===== src/rtl/uart_rx.sv =====
// 8N1 UART receiver with 2-flop input synchronizer and a small byte FIFO.
// Sticky overrun/frame_error flags and a per-byte interrupt pulse.
module uart_rx #(
    parameter int unsigned CLK_HZ     = 27_000_000,
    parameter int unsigned BAUD       = 115_200,
    parameter int unsigned FIFO_DEPTH = 4
) (
    input  logic                         clk,
    input  logic                         rst,
    input  logic                         rx,
    input  logic                         r_enable,
    output logic [7:0]                   r_data,
    output logic                         available,
    output logic [$clog2(FIFO_DEPTH):0]  count,
    input  logic                         clear_errors,
    output logic                         overrun,
    output logic                         frame_error,
    input  logic                         interrupt_enable,
    output logic                         interrupt
);

    localparam int unsigned CLKS_PER_BIT = CLK_HZ / BAUD;
    localparam int unsigned TW = $clog2(CLKS_PER_BIT);
    localparam int unsigned PW = $clog2(FIFO_DEPTH);
    localparam int unsigned CW = PW + 1;
    localparam logic [TW-1:0] HALF_LAST  = TW'(CLKS_PER_BIT / 2 - 1);
    localparam logic [TW-1:0] BIT_LAST   = TW'(CLKS_PER_BIT - 1);
    localparam logic [CW-1:0] FULL_COUNT = CW'(FIFO_DEPTH);

    typedef enum logic [1:0] {
        IDLE,
        START,
        DATA,
        STOP
    } state_t;

    logic          rx_meta;
    logic          rx_s;
    state_t        state_q, state_d;
    logic [TW-1:0] timer_q, timer_d;
    logic [2:0]    bit_q, bit_d;
    logic [7:0]    shift_q, shift_d;
    logic          stop_ok;
    logic          stop_bad;

    logic [7:0]    mem [FIFO_DEPTH];
    logic [PW-1:0] wr_ptr;
    logic [PW-1:0] rd_ptr;
    logic [PW-1:0] head_ptr_next;
    logic [CW-1:0] count_q;
    logic [CW-1:0] count_next;
    logic          full;
    logic          pop;
    logic          push;
    logic          drop;

    always_ff @(posedge clk or negedge rst) begin
        if (!rst) begin
            rx_meta <= 1'b1;
            rx_s    <= 1'b1;
        end else begin
            rx_meta <= rx;
            rx_s    <= rx_meta;
        end
    end

    always_ff @(posedge clk or negedge rst) begin
        if (!rst) begin
            state_q <= IDLE;
            timer_q <= '0;
            bit_q   <= '0;
            shift_q <= '0;
        end else begin
            state_q <= state_d;
            timer_q <= timer_d;
            bit_q   <= bit_d;
            shift_q <= shift_d;
        end
    end

    always_comb begin
        state_d  = state_q;
        timer_d  = timer_q + 1'b1;
        bit_d    = bit_q;
        shift_d  = shift_q;
        stop_ok  = 1'b0;
        stop_bad = 1'b0;
        case (state_q)
            IDLE: begin
                timer_d = '0;
                if (!rx_s) state_d = START;
            end
            START: begin
                // Mid-start-bit recheck rejects short low glitches.
                if (timer_q == HALF_LAST) begin
                    timer_d = '0;
                    if (rx_s) begin
                        state_d = IDLE;
                    end else begin
                        state_d = DATA;
                        bit_d   = '0;
                    end
                end
            end
            DATA: begin
                if (timer_q == BIT_LAST) begin
                    timer_d = '0;
                    shift_d = {rx_s, shift_q[7:1]};
                    bit_d   = bit_q + 3'd1;
                    if (bit_q == 3'd7) state_d = STOP;
                end
            end
            STOP: begin
                if (timer_q == BIT_LAST) begin
                    timer_d = '0;
                    state_d = IDLE;
                    if (rx_s) stop_ok  = 1'b1;
                    else      stop_bad = 1'b1;
                end
            end
            default: state_d = IDLE;
        endcase
    end

    assign full = (count_q == FULL_COUNT);
    assign pop  = r_enable && (count_q != '0);
    assign push = stop_ok && (!full || pop);
    assign drop = stop_ok && full && !pop;
    assign head_ptr_next = pop ? rd_ptr + 1'b1 : rd_ptr;

    always_comb begin
        count_next = count_q;
        if (push && !pop)      count_next = count_q + 1'b1;
        else if (pop && !push) count_next = count_q - 1'b1;
    end

    always_ff @(posedge clk) begin
        if (push) mem[wr_ptr] <= shift_q;
    end

    always_ff @(posedge clk or negedge rst) begin
        if (!rst) begin
            wr_ptr      <= '0;
            rd_ptr      <= '0;
            count_q     <= '0;
            r_data      <= '0;
            interrupt   <= 1'b0;
            overrun     <= 1'b0;
            frame_error <= 1'b0;
        end else begin
            if (push) wr_ptr <= wr_ptr + 1'b1;
            rd_ptr  <= head_ptr_next;
            count_q <= count_next;
            // Registered head: bypass the incoming byte when it lands in the head slot.
            if (count_next != '0) begin
                if (push && head_ptr_next == wr_ptr) r_data <= shift_q;
                else                                 r_data <= mem[head_ptr_next];
            end
            interrupt <= push && interrupt_enable;
            if (drop)              overrun <= 1'b1;
            else if (clear_errors) overrun <= 1'b0;
            if (stop_bad)          frame_error <= 1'b1;
            else if (clear_errors) frame_error <= 1'b0;
        end
    end

    assign count     = count_q;
    assign available = (count_q != '0);

endmodule

===== config.mk =====
export PLATFORM = sky130hd
export DESIGN_NAME = uart_rx
export DESIGN_NICKNAME = d
export VERILOG_FILES = /design/src/rtl/uart_rx.sv
export SDC_FILE = /design/constraint.sdc
export NUM_CORES = 1
export LEC_CHECK = 0
export ABC_AREA = 1
export CAP_MARGIN = 25
export CORE_MARGIN = 1
export CORE_UTILIZATION = 55
export DETAILED_ROUTE_END_ITERATION = 6
export GPL_TIMING_DRIVEN = 0
export PLACE_DENSITY = 0.81
export SYNTH_ARGS = -nofsm -noshare
export SYNTH_HDL_FRONTEND = slang
export SYNTH_SLANG_ARGS = --single-unit

===== constraint.sdc =====
create_clock -name clk -period 6.9 [get_ports clk]
set_input_delay 2.07 -clock clk [delete_from_list [all_inputs] [get_ports clk]]
set_output_delay 2.07 -clock clk [all_outputs]
set_load 0.03 [all_outputs]

Word level (Yosys, flattened, before mapping):

Memories as Yosys holds them, arrays and structs flattened. A register that Yosys moved wholly into a read port is not among the register bits.
Index checks and enable logic that the tools add are counted.

* flip-flop bits (word level): 33
* RAM bits: 32
* bits of input ports: 6
* word-level logic and storage cells: 82
* memories: 1

* $add $sub $neg: 6
* equal/unequal tests: 13
* multiplexer cells: 28
* reduce and logical (&&, ||, !) cells: 22

Memories
* mem: words 4, width 8, rd ports 1, clocked after Yosys merged registers in 1, write ports 1, line 46 `logic [7:0] mem [FIFO_DEPTH];`

Operators by type and width (number)
* case mux 8 bit (3 select lines): 1
* two-way mux 8 bit: 2
* two-way mux 3 bit: 5
* two-way mux 2 bit: 7
* != test 2 bit (second input constant): 6
* two-way mux 1 bit: 11
* adder 8 x 1 -> 8 bit (second input constant): 1
* equality test 8 x 7 -> 1 bit (second input constant): 1
* equality test 8 bit (second input constant): 1
* case mux 2 bit (4 select lines): 1
* logical AND 1 bit: 7
* adder 3 x 1 -> 3 bit (second input constant): 2
* equality test 3 bit (second input constant): 2
* case mux 3 bit (2 select lines): 1
* nonzero test 2 bit: 3
* nonzero test 3 bit: 2
* AND reduction 5 bit: 1
* adder 2 x 1 -> 2 bit (second input constant): 2
* equality test 2 bit (second input constant): 2
* zero test 1 bit: 4
* AND reduction 4 bit: 1
* subtractor 3 x 1 -> 3 bit (second input constant): 1
* equality test 2 x 1 -> 1 bit (second input constant): 1
* zero test 2 bit: 1
* 3 further kinds: 3

Depth between registers and ports, before layout:

* depth after elaboration: 9
* gate-level depth with buffers: 15
* depth with buffers taken out: 15

Worst setup path after synthesis:

No wires, ideal clock.

* path type: input to register
* from: input r_enable
* to: memory mem[2][0] (enable)
* setup time: 0.371 ns
* data arrival time: 3.028 ns
* data required time: 6.529 ns
* slack: 3.502 ns
* stages on the path: 5
* path through: nor2_1 > nor2_1 > buf_6 > inv_1 > nor2_1

* cells in the longest elaborated chain, start to end: 5

RTL lines
* start: declaration: line 11 `input logic r_enable,`
* logical AND 1 bit: line 126 `assign pop = r_enable && (count_q != '0);`
* logical OR 1 bit: line 127 `assign push = stop_ok && (!full || pop);`
* logical AND 1 bit: line 127
* two-way mux 1 bit: line 138 `if (push) mem[wr_ptr] <= shift_q;`
* two-way mux 1 bit (not written as such): line 138
* end: declaration: line 46

No other way between the ends.

Worst setup path in the final report:

* from: register count_q[0] (netlist: count[0])
* to: output available

* cells in the longest elaborated chain, start to end: 1

RTL lines
* start: declaration: line 50 `logic [CW-1:0] count_q;`
* start signal: assignment: line 153 `count_q <= count_next;`
* nonzero test 3 bit: line 168 `assign available = (count_q != '0);`
* end: declaration: line 13 `output logic available,`

No other way between the ends.

==> impl_metrics.toml <==
[global_routing]
grt_pass1_wl_mm = 12.5
grt_pass1_vias = 2635
grt_usage_pct = 23.5
grt_start_max_net_pins = 42
grt_overflow = 0
antenna_found_initial = 0

[layout]
layout-drive-gt1-share_pct = 9.32
diodes = 0
final_cell_mix = "nand2_1 (135), inv_1 (44), dfrtp_1 (39), nand3_1 (32), edfxtp_1 (32)"
fin_nets = 442
synthToLayoutAreaGrowth_pct = 13.7
finalInstanceArea_mm2 = 0.00411
layout_commonest_cell = "nand2_1"
final_util_pct = 64.7

[timing]
period_share_pct = 59.8
fin_crit_ns = 4.13
rsz0062_at_grt = "no"
relSlewSlack_pct = 40.6
fin_setup_tns_ns = 0
slew_viol_final = 0
hold_viol = 0
fmaxAchievable_mhz = 242
setup_viol = 0
tightest_slew_ns = 0.891
finClkSkew_ns = 0.0140
hold_slack_ns = 0.363

[min_path]
hold_end = "rx_s$_DFF_PN1_"
hold_path_class = "reg2reg"
holdCritStartpoint = "rx_meta$_DFF_PN1_"
min_path_cells = 0

[outcome]
outcome = "completed"

[die]
coreArea_mm2 = 0.00635
rows = 29
die-area_mm2 = 0.00690
start_util_pct = 56.9
io_pins = 21
die_h_um = 83.1
fp.dieW_um = 83.1

[power]
total_leakage_power_nw = 1.94
p_sw_w = 0.000166
vdd_drop_max_mv = 0.141
seqPwrFrac_pct = 55.0
pwr-share-clk_pct = 42.4
finalPower_w = 0.000827
p_comb_share_pct = 2.6
powerDensity_mw_per_mm2 = 201
intPower_w = 0.000661
netSwitchingFraction_pct = 20.0

[worst_setup_path]
reg2reg_from = "timer_q[1]$_DFF_PN0_"
regToRegEndpoint = "mem[2][1]$_DFFE_PP_"
cp.required_ns = 4.83
cp_data_arrival_time_ns = 2.06
r2r.worst_path.cells = 9
critPathKind = "reg2out"
cp-start-kind = "register"
critPathCaptureType = "output port"
worst-path-max-fanout = 5
reg2reg_slack_ns = 4.13

[cts]
ctsHoldBuffers = 0
cts.sink_count = 73
postCtsSetupBuffers = 0
root_buffer = "clkbuf_8"
insertion_delay_ns = 0.36
tritoncts = "yes"
ctsHtreeMaxLevel = 3
cts_buffers = 9
cts_resized = 0
clock_path_buffers = 2
clkTransAtPathRegs_ns = 0.07

[drt]
avgViaCountPerCell = 5.35
first_pass_iters = 4
detail-route-antenna-nets = 0
drc = 0
num_vias = 2705
wl_mm = 7.24
drt_iter0_markers = 213
wire_per_inst_um = 14.3

[synthesis]
synthTopCellsByArea = "dfrtp_1 (27%), edfxtp_1 (27%), nand2_1 (14%), inv_1 (4.6%), nand3_1 (4.4%)"
synth-seq-cells = 73
syn_avg_cell_area_um2 = 9.20
yosys_warnings = 0
synth.top_cell.area_share_pct = 27.0
postSynthCellCount = 393
netlist.top_cell.by_area = "dfrtp_1"
synthesis.nets = 411
syn_area_mm2 = 0.00362
yosysSeqAreaShare_pct = 55.0
yosys.cell_types.count = 31

[place]
port_buffers = 20
hpwl_mm = 5.01
placed_area_mm2 = 0.00391
gp_congestion = 0.882

[job]
cap_violations = 0
## power groups by stage
stage | sequential, W | combinational, W | clock, W
2_1_floorplan | 0.000463 | 0.0000117 | 0
6_report | 0.000454 | 0.0000218 | 0.000351
5_1_grt | 0.000454 | 0.0000251 | 0.000375
4_1_cts | 0.000454 | 0.0000223 | 0.000358
3_3_place_gp | 0.000463 | 0.0000215 | 0
3_5_place_dp | 0.000463 | 0.0000218 | 0
## how the worst max path moves through the flow
stage	from	end	cells past startpoint
after detailed placement	r_enable	mem[2][5]$_DFFE_PP_	6
after global routing	count[0]$_DFF_PN0_	available	4
after global placement	r_enable	mem[3][1]$_DFFE_PP_	6
final	count[0]$_DFF_PN0_	available	4
after floorplan	r_enable	mem[2][0]$_DFFE_PP_	5
after CTS	count[0]$_DFF_PN0_	available	4
## kinds of logic after synthesis
kind of cell	synth area share, %
buffers and inverters	5.81
DFF	55.0
xor gates and xnor gates	1.94
adders and majority gates	4.15
and+or+nand+nor	29.7
AOI/OAI and AO/OA	3.36
## cell usage after synthesis
| cell | instances |
|---|---|
| xnor2_1 | 2 |
| nor2_2 | 3 |
| nand3_1 | 32 |
| nand3_2 | 1 |
| buf_8 | 1 |
| nand4_1 | 11 |
| nand2_4 | 4 |
| nand2_8 | 1 |
| nand3b_1 | 8 |
| nor2_1 | 27 |
| dfrtp_1 | 39 |
| clkinv_1 | 1 |
| nand2_2 | 7 |
| o211ai_1 | 1 |
| nand2_1 | 135 |
| a211oi_1 | 1 |
| inv_2 | 4 |
| dfstp_2 | 2 |
| nor3_1 | 1 |
| o32ai_1 | 2 |
| a21oi_4 | 1 |
| buf_6 | 1 |
| edfxtp_1 | 32 |
| ha_1 | 12 |
| o21ai_4 | 1 |
| o22ai_1 | 1 |
| nand3_4 | 2 |
| a21oi_1 | 2 |
| o21ai_0 | 8 |
| inv_1 | 44 |
| xor2_1 | 6 |
## worst max-delay path, cell delays in order (launching register included)
cell and delay, ns:
dfrtp_1 0.43, inv_1 0.14, ha_1 0.28, nand2_1 0.14, clkdlybuf4s50_1 0.72
## sequential cells by signal, indices dropped and copies added (netlist names), 2 cells and up, named ones only
signal   flops
mem         32
r_data       8
shift_q      8
timer_q      8
bit_q        3
count        3
rd_ptr       2
wr_ptr       2
## area by class of cell
class                           instances  area (um^2)
Multi-Input combinational cell        269         1420
Fill cell                             495         2240
Timing Repair Buffer                   20          195
Sequential cell                        73         1990
Tap cell                               77         96.3
Clock buffer                           12          135
Inverter                               49          184
Buffer                                  2         26.3
Clock inverter                          4         67.6
## stage by stage
step / cells / setup WS (ns)
after floorplan: 393 / 3.50
after global placement: 490 / 2.61
after detailed placement: 490 / 2.53
after CTS: 506 / 2.77
after global routing: 506 / 2.71
final: 506 / 2.77
## layer usage
layer	track usage (%)	vias up	routed length (um)
met5	0	-	0
met4	10.2	0	170
met3	5.37	19	374
met2	39.8	74	3640
met1	28.9	1274	3050
li1	-	1338	-
(Power assumes the default switching activity.)
